[src/rtl/pipeline_hazard_ctrl.sv]
// Hazard and run-control unit for the 5-stage RV32I pipeline.
// It drives stall/flush controls, selects E-stage forwarding, sequences HALT/RUN/STEP
// and keeps saturating performance counters.
module pipeline_hazard_ctrl #(
  parameter int unsigned CNT_W = 32
) (
  input  logic             clk,
  input  logic             reset,
  input  logic             run_req,
  input  logic             halt_req,
  input  logic             step_req,
  input  logic             cnt_clr,
  input  logic [4:0]       rs1D,
  input  logic [4:0]       rs2D,
  input  logic [4:0]       rs1E,
  input  logic [4:0]       rs2E,
  input  logic [4:0]       rdE,
  input  logic [4:0]       rdM,
  input  logic [4:0]       rdW,
  input  logic             regwriteM,
  input  logic             regwriteW,
  input  logic             loadE,
  input  logic             pcsrcE,
  input  logic             dmem_reqM,
  input  logic             dmem_ackM,
  output logic             stallF,
  output logic             stallD,
  output logic             stallE,
  output logic             stallM,
  output logic             flushD,
  output logic             flushE,
  output logic             flushW,
  output logic [1:0]       forwardAE,
  output logic [1:0]       forwardBE,
  output logic             pipe_en,
  output logic [1:0]       state,
  output logic [CNT_W-1:0] cyc_cnt,
  output logic [CNT_W-1:0] stall_cnt,
  output logic [CNT_W-1:0] flush_cnt
);

  typedef enum logic [1:0] {
    StHalt = 2'b00,
    StRun  = 2'b01,
    StStep = 2'b10
  } state_e;

  state_e           state_q, state_d;
  logic [CNT_W-1:0] cyc_q, stall_q, flush_q;
  logic             memwait, lwstall, lw_applied, stall_inc, flush_inc;

  assign pipe_en = (state_q != StHalt);
  assign state   = state_q;
  assign cyc_cnt   = cyc_q;
  assign stall_cnt = stall_q;
  assign flush_cnt = flush_q;

  assign memwait = dmem_reqM & ~dmem_ackM;
  assign lwstall = loadE & (rdE != 5'd0) & ((rdE == rs1D) | (rdE == rs2D));
  // A load-use stall only takes effect when neither memwait nor a taken branch outranks it.
  assign lw_applied = lwstall & ~memwait & ~pcsrcE;
  assign stall_inc  = pipe_en & (memwait | lw_applied);
  assign flush_inc  = pipe_en & pcsrcE & ~memwait;

  // Prioritised stall/flush controls; HALT freezes every pipeline register.
  always_comb begin
    stallF = 1'b1;
    stallD = 1'b1;
    stallE = 1'b1;
    stallM = 1'b1;
    flushD = 1'b0;
    flushE = 1'b0;
    flushW = 1'b0;
    if (pipe_en) begin
      stallF = 1'b0;
      stallD = 1'b0;
      stallE = 1'b0;
      stallM = 1'b0;
      if (memwait) begin
        stallF = 1'b1;
        stallD = 1'b1;
        stallE = 1'b1;
        stallM = 1'b1;
        flushW = 1'b1;
      end else if (pcsrcE) begin
        // D holds a wrong-path instruction, so any load-use match is moot.
        flushD = 1'b1;
        flushE = 1'b1;
      end else if (lwstall) begin
        stallF = 1'b1;
        stallD = 1'b1;
        flushE = 1'b1;
      end
    end
  end

  // E-stage operand forwarding: M result beats W result, x0 never forwarded.
  always_comb begin
    forwardAE = 2'b00;
    forwardBE = 2'b00;
    if (regwriteM && (rdM != 5'd0) && (rdM == rs1E))      forwardAE = 2'b10;
    else if (regwriteW && (rdW != 5'd0) && (rdW == rs1E)) forwardAE = 2'b01;
    if (regwriteM && (rdM != 5'd0) && (rdM == rs2E))      forwardBE = 2'b10;
    else if (regwriteW && (rdW != 5'd0) && (rdW == rs2E)) forwardBE = 2'b01;
  end

  // Run-control next state; halt_req outranks run_req, which outranks step_req.
  always_comb begin
    state_d = state_q;
    unique case (state_q)
      StHalt: begin
        if (halt_req)      state_d = StHalt;
        else if (run_req)  state_d = StRun;
        else if (step_req) state_d = StStep;
      end
      StRun:  if (halt_req) state_d = StHalt;
      // A step ends after its first productive cycle, i.e. once memwait is gone.
      StStep: if (halt_req || !memwait) state_d = StHalt;
      default: state_d = StHalt;
    endcase
  end

  // Run-control state register.
  always_ff @(posedge clk) begin
    if (reset) state_q <= StHalt;
    else       state_q <= state_d;
  end

  // Saturating performance counters; clear beats increment.
  always_ff @(posedge clk) begin
    if (reset || cnt_clr) begin
      cyc_q   <= '0;
      stall_q <= '0;
      flush_q <= '0;
    end else begin
      if (pipe_en && (cyc_q != '1))     cyc_q   <= cyc_q + CNT_W'(1);
      if (stall_inc && (stall_q != '1)) stall_q <= stall_q + CNT_W'(1);
      if (flush_inc && (flush_q != '1)) flush_q <= flush_q + CNT_W'(1);
    end
  end

endmodule

[config.mk]
export PLATFORM = sky130hd
export DESIGN_NAME = pipeline_hazard_ctrl
export DESIGN_NICKNAME = d
export VERILOG_FILES = /design/src/rtl/pipeline_hazard_ctrl.sv
export SDC_FILE = /design/constraint.sdc
export NUM_CORES = 1
export LEC_CHECK = 0
export CAP_MARGIN = 5
export CORE_MARGIN = 2
export CORE_UTILIZATION = 29
export CTS_BUF_LIST = sky130_fd_sc_hd__clkbuf_4 sky130_fd_sc_hd__clkbuf_8
export DETAILED_ROUTE_END_ITERATION = 10
export PLACE_DENSITY = 0.58
export SYNTH_ARGS = -nofsm -noshare
export SYNTH_HDL_FRONTEND = slang
export SYNTH_SLANG_ARGS = --single-unit
export TNS_END_PERCENT = 5
[constraint.sdc]
create_clock -name clk -period 2.9 [get_ports clk]
set_clock_uncertainty 0.15 [all_clocks]
set_input_delay 0.87 -clock clk [delete_from_list [all_inputs] [get_ports clk]]
set_output_delay 0.87 -clock clk [all_outputs]
set_load 0.005 [all_outputs]
==> impl_metrics.json <==
{
  "status": "finished, violations left",
  "violations": "negative setup slack",
  "slew_viol_final": 0,
  "reg2reg_from": "stall_cnt[0]",
  "antenna_found_initial": 0,
  "max_freq_mhz": 311,
  "timing.critical_path.required_ns": 1.88,
  "clock_sinks": 98,
  "path_clk_slew_ns": 0.10,
  "first_pass_iters": 7,
  "grt_max_degree": 37,
  "route.vias.total": 5444,
  "place_congestion": 0.837,
  "syn_to_final_growth_pct": 44.2,
  "fin_crit_sh": 1.11,
  "hold_viol_final": 0,
  "critPathCaptureType": "output port",
  "met2_usage": 0.276,
  "slowest_stage": "or4_4",
  "cts_made_buffers": 9,
  "final_cell_mix": "clkdlybuf4s50_1 (112), dfxtp_1 (96), nor2_1 (73)",
  "critPathLaunchType": "input port",
  "grt_util_met3": 0.0388,
  "yosysSeqAreaShare": 0.375,
  "cellLeakagePower_nw": 2.48,
  "synthesis.nets": 689,
  "via_per_inst": 5.11,
  "n_antenna_cell": 0,
  "synthesis.instances": 639,
  "layout.cells.most_common": "clkdlybuf4s50_1",
  "cts_root_buffer": "clkbuf_8",
  "hold_path.class": "reg2reg",
  "die_height_um": 138,
  "worstSkewPairLatency_ns": 0.38,
  "syn_area_per_cell_sq_um": 8.19,
  "clockBufferDepth": 2,
  "core_sq_um": 17800,
  "grt_pass1_vias": 5058,
  "rows": 49,
  "synth_area_sq_um": 5240,
  "ctsHoldBuffers": 0,
  "die_w_um": 138,
  "die-area_sq_um": 19100,
  "power_mw": 2.51,
  "drc_errors": 0,
  "grt_overflow": 0,
  "r2r_end": "stall_cnt[16]",
  "synthFlopType": "dfxtp_1",
  "grt_use_met1": 0.211,
  "ir_drop_mv": 0.181,
  "layout-drive-gt1-share": 0.146,
  "rrSetupSlack_ns": 0.26,
  "period_needed_ns": 3.22,
  "relSlewSlack": 0.611,
  "fill_cells": 1833,
  "holdCritStartpoint": "state[1]",
  "layout_setup_ws_ns": -0.316,
  "synth_seq_cells": 98,
  "worst_hold_path.num_cells": 1,
  "drt_iter0_markers": 227,
  "ioPinCount": 157,
  "ctsHtreeMaxLevel": 3,
  "top_usage_layer": "met2",
  "synthArstFlopShare": 0,
  "seqCellArea_sq_um": 1960,
  "final_nets": 881,
  "grt_usage": 0.166,
  "cap_violations": 0,
  "wl_per_cell_um": 15.1,
  "place_hpwl_mm": 12.1,
  "reg2reg_depth": 8,
  "cpPeakStageDelay_ns": 0.53,
  "power_density_nw_per_um2": 333,
  "drt_wl_total_mm": 16.1,
  "yosys_warnings": 0,
  "cp.arrival_ns": 2.20,
  "worstMarginPinSlew_ns": 0.581,
  "ant_nets": 0,
  "grt_pass1_wl_mm": 26.3,
  "critical_path_class": "in2out",
  "hold_end": "state[0]",
  "crit_chain": "buf_6 -> or4_4 -> o21ai_4 -> nor4_2 -> nor4_1 -> buf_2",
  "final-setup-viol-count": 7,
  "io_buffers": 156,
  "multiInputGateArea_sq_um": 3210,
  "rsz0062_at_grt": "yes",
  "ys_types": 52,
  "start_util": 0.293,
  "crit_path_max_fanout": 2,
  "cts_tree": "done",
  "synth_edf_count": 0,
  "place_worst_setup_slack_ns": -1.11
}
## sequential cells by signal (all words and copies together) (netlist names)
name	cells
state	2
stall_cnt	32
flush_cnt	32
cyc_cnt	32
## metal layers
layer,wire [um],up-vias,part of all wire
met5,0,-,0
met4,321,0,0.020
met3,765,20,0.047
met2,7700,130,0.48
met1,7330,2562,0.45
li1,-,2732,-
## cells by family (layout without fill, tap and decap cells)
kind of cell | count (synthesis) | in the layout | synth area share
adders and majority gates | 3 | 3 | 0.00717
buffers and inverters | 34 | 231 | 0.0287
and+or+nand+nor | 319 | 319 | 0.329
muxes | 1 | 1 | 0.00191
xor gates and xnor gates | 84 | 84 | 0.141
AOI/OAI and AO/OA | 100 | 100 | 0.118
DFF | 98 | 98 | 0.375
## cell usage after synthesis (3+ instances only)
master / count / area [sq um]
dfxtp_1: 98 / 1960
nor2_1: 73 / 274
xor2_1: 51 / 447
nand3_1: 48 / 240
nand2_1: 46 / 173
a21oi_1: 39 / 195
xnor2_1: 33 / 289
nand4_1: 28 / 175
o21ai_0: 24 / 120
or4_1: 24 / 180
nor3_1: 22 / 110
or3_1: 20 / 125
and3_1: 15 / 93.8
clkbuf_1: 14 / 52.6
o31ai_1: 13 / 97.6
nor4_1: 11 / 68.8
and4_1: 9 / 78.8
inv_1: 8 / 30.0
buf_2: 7 / 35.0
a31oi_1: 3 / 18.8
buf_4: 3 / 22.5
ha_1: 3 / 37.5
nor3b_1: 3 / 22.5
o211ai_1: 3 / 22.5
o31a_1: 3 / 26.3
o41ai_1: 3 / 26.3
or4_2: 3 / 26.3
## what timing repair did
item / CTS / global route
gates resized for setup: 134 / 6
pin swaps: 22 / 7
setup endpoints to repair: 39 / 22
buffers inserted: 1 / 1
## stage by stage
| stage | cell area (sq um) | hold WS (ns) | cells | utilization | TNS (ns) |
|---|---|---|---|---|---|
| after floorplan | 5240 | 0.327 | 639 | - | -0.0793 |
| after global placement | 7360 | 0.337 | 1047 | 0.413 | -28.32 |
| after detailed placement | 7360 | 0.354 | 1047 | 0.413 | -28.69 |
| after CTS | 7530 | 0.350 | 1064 | 0.422 | -1.18 |
| after global routing | 7550 | 0.378 | 1065 | 0.423 | -2.74 |
| final | 7550 | 0.347 | 1065 | 0.423 | -1.35 |
## cell type report
| type | instances | area share |
|---|---|---|
| clock inverters | 4 | 0.00414 |
| well taps | 229 | 0.0380 |
| inverters | 8 | 0.00398 |
| multi-input cells | 507 | 0.425 |
| flip-flops and latches | 98 | 0.260 |
| clock buffers | 12 | 0.0219 |
| repair buffers | 207 | 0.246 |
## critical path, delay by kind of cell
kind	cells	cell delay, ns
AO/OA/AOI/OAI	1	0.15
buffers and inverters	2	0.27
AND/OR/NAND/NOR	3	0.90
## power by group
part	internal, mW	total [mW]	switching (mW)
Clock	0.392	0.912	0.521
Sequential	1.35	1.35	0.00362
Combinational	0.126	0.249	0.123
Total	1.87	2.51	0.647
## how the worst max path moves through the flow
stage	from	end	slack [ns]
3_5_place_dp	rdW[4]	forwardBE[0]	-1.11
5_1_grt	rdM[4]	forwardAE[0]	-0.46
6_report	rdM[4]	forwardAE[0]	-0.32
4_1_cts	rdM[1]	forwardBE[0]	-0.23
3_3_place_gp	rdW[4]	forwardAE[0]	-1.10
2_1_floorplan	rdE[1]	stallF	-0.05
No activity file was read; power rests on OpenSTA's default activity.
